### config.mk
export PLATFORM = sky130hd
export DESIGN_NAME = ptd_capture_fifo_flat
export DESIGN_NICKNAME = d
export VERILOG_FILES = /design/src/rtl/ptd_capture_fifo_if.sv /design/src/rtl/ptd_capture_fifo.sv /design/src/flat_wrapper.sv
export SDC_FILE = /design/constraint.sdc
export NUM_CORES = 1
export LEC_CHECK = 0
export ABC_AREA = 1
export ABC_CLOCK_PERIOD_IN_PS = 2400
export CORE_ASPECT_RATIO = 0.75
export CORE_MARGIN = 3
export CORE_UTILIZATION = 51
export CTS_BUF_LIST = sky130_fd_sc_hd__clkbuf_8
export CTS_CLUSTER_DIAMETER = 60
export DETAILED_ROUTE_END_ITERATION = 10
export GPL_TIMING_DRIVEN = 0
export PLACE_DENSITY = 0.78
export SLEW_MARGIN = 10
export SYNTH_ARGS = -nofsm -noshare
export SYNTH_HDL_FRONTEND = slang
export SYNTH_SLANG_ARGS = --single-unit
### constraint.sdc
create_clock -name clk -period 2.4 [get_ports clk]
set_clock_uncertainty 0.1 [all_clocks]
set_input_delay 0.48 -clock clk [delete_from_list [all_inputs] [get_ports clk]]
set_output_delay 0.48 -clock clk [all_outputs]
set_load 0.01 [all_outputs]
### src/rtl/ptd_capture_fifo_if.sv
// Capture FIFO port bundle: strobe/data toward the capture stage, valid/ready toward the consumer.
// The master modport is the capture FIFO itself; the slave modport is the surrounding logic.
interface ptd_capture_fifo_if #(
    parameter int WIDTH = 32,
    parameter int DEPTH = 4
);
    logic                       strobe;
    logic [WIDTH-1:0]           d;
    logic                       out_valid;
    logic                       out_ready;
    logic [WIDTH-1:0]           out_data;
    logic [$clog2(DEPTH):0]     count;
    logic                       overflow;

    modport master (
        input  strobe,
        input  d,
        input  out_ready,
        output out_valid,
        output out_data,
        output count,
        output overflow
    );

    modport slave (
        output strobe,
        output d,
        output out_ready,
        input  out_valid,
        input  out_data,
        input  count,
        input  overflow
    );
endinterface

### src/rtl/ptd_capture_fifo.sv
// Edge-triggered capture of d on strobe rises into a small FIFO with valid/ready output.
// Define PTD_CAPTURE_BOTHEDGE_EN to capture on both strobe edges instead of rising only.
module ptd_capture_fifo #(
    parameter int WIDTH = 32,
    parameter int DEPTH = 4
) (
    input  logic                clk,
    input  logic                rst_n,
    ptd_capture_fifo_if.master  bus
);
    localparam int aw = $clog2(DEPTH);
    localparam int cw = aw + 1;
    localparam logic [cw-1:0] full_count = cw'(DEPTH);

    logic             strobe_q_reg;
    logic [aw-1:0]    wp_reg;
    logic [aw-1:0]    rp_reg;
    logic [cw-1:0]    count_reg;
    logic [cw-1:0]    count_next;
    logic             overflow_reg;
    logic [WIDTH-1:0] mem [DEPTH];

    logic push;
    logic pop;
    logic full;
    logic not_empty;
    logic wr_en;
    logic drop;

`ifdef PTD_CAPTURE_BOTHEDGE_EN
    assign push = bus.strobe ^ strobe_q_reg;
`else
    assign push = bus.strobe & ~strobe_q_reg;
`endif

    assign not_empty = (count_reg != '0);
    assign full      = (count_reg == full_count);
    assign pop       = not_empty & bus.out_ready;
    // A push into a full FIFO still fits when the head leaves on the same edge.
    assign wr_en     = push & (~full | pop);
    assign drop      = push & full & ~pop;

    always_comb begin
        count_next = count_reg;
        case ({wr_en, pop})
            2'b10:   count_next = count_reg + cw'(1);
            2'b01:   count_next = count_reg - cw'(1);
            default: count_next = count_reg;
        endcase
    end

    always_ff @(posedge clk or negedge rst_n) begin
        if (!rst_n) begin
            strobe_q_reg <= 1'b0;
            wp_reg       <= '0;
            rp_reg       <= '0;
            count_reg    <= '0;
            overflow_reg <= 1'b0;
        end else begin
            strobe_q_reg <= bus.strobe;
            count_reg    <= count_next;
            overflow_reg <= overflow_reg | drop;
            if (wr_en) begin
                wp_reg <= wp_reg + aw'(1);
            end
            if (pop) begin
                rp_reg <= rp_reg + aw'(1);
            end
        end
    end

    // Storage is deliberately left out of reset so it can map onto plain RAM.
    always_ff @(posedge clk) begin
        if (wr_en) begin
            mem[wp_reg] <= bus.d;
        end
    end

    assign bus.out_data  = mem[rp_reg];
    assign bus.out_valid = not_empty;
    assign bus.count     = count_reg;
    assign bus.overflow  = overflow_reg;
endmodule

### src/flat_wrapper.sv
// flat-port wrapper written by rule: the top's interface ports become plain ports
module ptd_capture_fifo_flat 
#(
    parameter int WIDTH = 32,
    parameter int DEPTH = 4
)
  (clk, rst_n, bus_strobe, bus_d, bus_out_ready, bus_out_valid, bus_out_data, bus_count, bus_overflow);
  ptd_capture_fifo_if #(.WIDTH(WIDTH), .DEPTH(DEPTH)) bus_i ();
  input  logic clk;
  input  logic rst_n;
  input wire logic [$bits(bus_i.strobe)-1:0] bus_strobe;
  input wire logic [$bits(bus_i.d)-1:0] bus_d;
  input wire logic [$bits(bus_i.out_ready)-1:0] bus_out_ready;
  output wire logic [$bits(bus_i.out_valid)-1:0] bus_out_valid;
  output wire logic [$bits(bus_i.out_data)-1:0] bus_out_data;
  output wire logic [$bits(bus_i.count)-1:0] bus_count;
  output wire logic [$bits(bus_i.overflow)-1:0] bus_overflow;
  assign bus_i.strobe = bus_strobe;
  assign bus_i.d = bus_d;
  assign bus_i.out_ready = bus_out_ready;
  assign bus_out_valid = bus_i.out_valid;
  assign bus_out_data = bus_i.out_data;
  assign bus_count = bus_i.count;
  assign bus_overflow = bus_i.overflow;
  ptd_capture_fifo #(.WIDTH(WIDTH), .DEPTH(DEPTH)) u_core (.clk(clk), .rst_n(rst_n), .bus(bus_i));
endmodule
# Word level (Yosys, flattened, before mapping)
# Memory sizes are Yosys's and may differ from the RTL's.
# Cells that the tools add are included.
# totals
mem_bits_ro,0
mem_bits_rw,128
mem_count,1
latch_bits,0
ff_bits,9
inputBits,36
# classes
n_addsub,4
div_mod_pow,0
multipliers,0
n_reduce_logical,2
n_shift,0
n_eq_ne,3
n_mux,3
magnitude_cmp,0
bitwise,10
# mem_list
memory,words,word_bits,rd,rd_ports_with_merged_regs,wr,line_no,text
u_core.mem,4,32,1,0,1,ptd_capture_fifo.sv:21,logic [WIDTH-1:0] mem [DEPTH];
# ops
operator,count
$pmux W3 S2,1
$and A1 B1 Y1,5
$add A2 B1 Y2 const B,2
$add A3 B1 Y3 const B,1
$eq A3 B3 Y1 const B,1
$not A1 Y1,3
$reduce_bool A3 Y1,1
$sub A3 B1 Y3 const B,1
$eq A2 B1 Y1 const B,1
$eq A2 B2 Y1 const B,1
$mux W1,2
$or A1 B1 Y1,2
$reduce_bool A2 Y1,1

# Depth between registers and ports, before layout
# depth
ltp_word,6
mapped_depth,12

# Worst setup path after synthesis
# Ideal clock, no wire load.
# synth_timing
path_type,input to register
from,input bus_strobe
to,memory u_core.mem[0][0] (enable)
setup_time_ps,421
setup_slack_ps,-342
arrival_time_ps,2221
path_buffers,0
stages,4
required_time_ps,1879
path_cell_list,inv_1 -> nor2_1 -> nand2_1 -> nor2_1
# synth_via
elab_chain_cells,4
# synth_rtl
element,line_no,text
start: declaration,flat_wrapper.sv:11,input wire logic [$bits(bus_i.strobe)-1:0] bus_strobe;
$and A1 B1 Y1,ptd_capture_fifo.sv:33,assign push = bus.strobe & ~strobe_q_reg;
$and A1 B1 Y1,ptd_capture_fifo.sv:40,assign wr_en = push & (~full | pop);
$mux W1,ptd_capture_fifo.sv:74,if (wr_en) begin
$mux W1 (implied by the code),ptd_capture_fifo.sv:75,mem[wp_reg] <= bus.d;
end: declaration,ptd_capture_fifo.sv:21,
# Every way passes these cells.

# Worst setup path in the final report
# layout_timing
from,register u_core.rp_reg[0]
to,output bus_out_data[16]
# layout_via
elab_chain_cells,1
# layout_rtl
element,line_no,text
start: declaration,ptd_capture_fifo.sv:17,logic [aw-1:0] rp_reg;
start signal: assignment,ptd_capture_fifo.sv:67,rp_reg <= rp_reg + aw'(1);
$mem_v2 Z4 W32,--,
end: declaration,flat_wrapper.sv:15,output wire logic [$bits(bus_i.out_data)-1:0] bus_out_data;
# Every way passes these cells.

==> flow_summary.yaml <==
outcome:
  status: "complete, no violations"
floorplan:
  rows: 32
  die_x_um: 127
  die-area_um2: 12300
  coreArea_um2: 10500
  start_util_pct: 53.5
  die_h_um: 96.9
  ios: 73
worst_setup_path:
  worst-path-buf-inv: 4
  r2r_end: "u_core.bus.count[2]$_DFFE_PN0P_"
  path_cells: "buf_6 > inv_8 > buf_8 > nor2_1 > nor2_1 > o21ai_0 > nand2_1 > dlygate4sd2_1"
  endpoint_kind: "output port"
  worstSetupPathType: "flop to output port"
  cp.required_ns: 1.82
  startpoint: "u_core.rp_reg[0]$_DFFE_PN0P_"
  start_kind: "flop"
  arrival_ns: 1.75
  cpMaxStageDelayCell: "dfrtp_1"
  crit_fanout: 10
  cp_common_cell: "nor2_1"
  critPathMaxStageDelay_ns: 0.38
  cpLargestDelayFamily: "buffers and inverters"
  worst-r2r-cell-count: 11
  cp-endpoint: "bus_out_data[16]"
  crit_cells: 8
  r2r_slack_ns: 0.28
  timing.rr.start: "u_core.bus.count[2]$_DFFE_PN0P_"
logic_synthesis:
  synth_fp_nets: 484
  yosys_register_bits: 137
  ys_warn_count: 0
  netlist-cell-type-count: 20
  netlist_area_um2: 5620
  post_synth.cell_area_avg_um2: 12.7
  synth_cells: 442
  synth-seq-area-share_pct: 72.5
layout:
  diodes: 0
  stdcell_count: 687
  fillers: 766
  area_growth_pct: 24.2
  drive_gt1_share_pct: 17.2
  largest_reg_flops: 128
  design_area_um2: 6970
  fin_nets: 581
routing:
  wl_per_cell_um: 16.5
  drtPass1Iterations: 5
  drc_errors: 0
  drt_wl_total_um: 11300
  ant_nets: 0
  vias: 3533
  dr.first_iter.drc_count: 328
  vias_per_cell: 5.14
timing:
  tightest_slew_ns: 0.631
  slew_headroom_pct: 57.9
  hold_viol_final: 0
  setup_viol: 0
  period_minus_slack_ns: 2.33
  finalCritPeriodShare_pct: 96.9
  rsz0062_at_grt: "yes"
  fmax_ghz: 0.430
  tns_ns: 0
  whs_ns: 0.255
  finalMaxSlewViolations: 0
cts:
  numCtsBuffers: 17
  cts_tree: "done"
  root_buffer: "clkbuf_8"
  htreeDepth: 4
  clock_latency_ns: 0.42
  cts_sinks: 137
  cts_max_path_buffers: 2
  path_clk_slew_ns: 0.07
pwr:
  peakVddDrop_mv: 0.575
  swShare_pct: 36.0
  leakage_nw: 2.72
  pwr-share-seq_pct: 39.4
  p_sw_w: 0.00272
  p_comb_share_pct: 41.0
  p_clk_share_pct: 19.6
  p_per_area_nw_per_um2: 1080
  total_power_w: 0.00754
  p_int_w: 0.00482
global_route:
  grt_usage_pct: 19.1
  antenna_found_initial: 0
  grt_pass1_vias: 3651
  grt_first_pass_wirelength_um: 18100
  grt_max_degree: 19
  grt_overflow: 0
hold_path:
  hold_path_class: "input pin to async pin"
placement:
  placed_cell_area_um2: 6650
  hpwl_um: 7420
  portBuffers: 72
  dp.cells: 654
  gp_congestion: 0.729
flow_run:
  cap_viol_max_count: 0
## cells in the mapped netlist, drive strengths merged
| master | number | share of area [%] |
|---|---|---|
| xnor2 | 1 | 0.16 |
| nand3 | 6 | 0.53 |
| edfxtp | 128 | 68 |
| nand4 | 1 | 0.11 |
| o211ai | 32 | 6.1 |
| o21ai | 33 | 2.9 |
| clkbuf | 3 | 0.20 |
| dfrtp | 9 | 4.0 |
| ha | 5 | 1.1 |
| inv | 49 | 3.3 |
| buf | 18 | 2.3 |
| nand2 | 85 | 5.7 |
| nor2 | 71 | 4.7 |
| fa | 1 | 0.36 |
## logic make-up after synthesis
family          Yosys count  share of synthesized area (%)
simple gates            163                           11.1
xor+xnor                  1                          0.156
fa+ha+maj                 6                           1.47
compound gates           65                           9.00
flops                   137                           72.5
buf+inv                  70                           5.84
## layout make-up
cell class	count	area (um2)	area share (%)
timing repair buffer	78	767	11.0
buffer	21	221	3.18
inverter	49	191	2.74
clock inverter	14	67.6	0.969
clock buffer	17	234	3.35
tap	136	170	2.44
multi-input combinational	235	1250	18.0
sequential	137	4070	58.3
## stage by stage
step / utilization [%] / worst slack [ns]
2_1_floorplan: - / -0.342
6_report: 66.5 / 0.0735
3_5_place_dp: 63.4 / -0.469
4_1_cts: 66.5 / -0.0110
5_1_grt: 66.5 / -0.0197
3_3_place_gp: 62.0 / -1.92
## metal layers
metal	GRT usage, %	wire, um	up-vias	share of wire (%)
li1	-	-	1708	-
met1	25.3	4990	1695	44
met2	30.9	5550	122	49
met3	4.53	738	8	6.5
met4	7.25	70	0	0.62
met5	0	0	-	0
## power by group through the flow
stage	clock network, W	registers (W)	logic [W]
2_1_floorplan	0	0.00301	0.00173
3_3_place_gp	0	0.00302	0.00306
3_5_place_dp	0	0.00302	0.00321
4_1_cts	0.00151	0.00296	0.00308
5_1_grt	0.00162	0.00299	0.00341
6_report	0.00148	0.00297	0.00309
## how the worst min path moves through the flow
stage	startpoint	to	slack (ns)	cells past startpoint
finish	rst_n	u_core.bus.count[2]$_DFFE_PN0P_	0.26	1
global route	rst_n	u_core.bus.count[1]$_DFFE_PN0P_	0.27	1
CTS	rst_n	u_core.bus.count[2]$_DFFE_PN0P_	0.26	1
detailed placement	u_core.bus.overflow$_DFF_PN0_	u_core.bus.overflow$_DFF_PN0_	0.35	2
global placement	u_core.bus.overflow$_DFF_PN0_	u_core.bus.overflow$_DFF_PN0_	0.36	2
floorplan	rst_n	u_core.bus.count[0]$_DFFE_PN0P_	0.08	0
## layout by cell type, fill, tap and decap left out, types with 7 or more instances in the layout
master             n
clkinv_1           7
nand2_1           84
o211ai_1          12
edfxtp_1         128
o211ai_2          20
clkbuf_2          19
clkdlybuf4s50_1   40
clkbuf_8          17
dfrtp_1            9
nor2_1            66
o21ai_0           28
inv_1             49
clkdlybuf4s15_1    8
## what timing repair did
item	in CTS	in global routing
endpoints found under the setup margin	33	50
hold buffers	0	0
setup buffers	0	2
pin swaps	0	2
gates resized for setup	60	52
(Power assumes the default switching activity.)
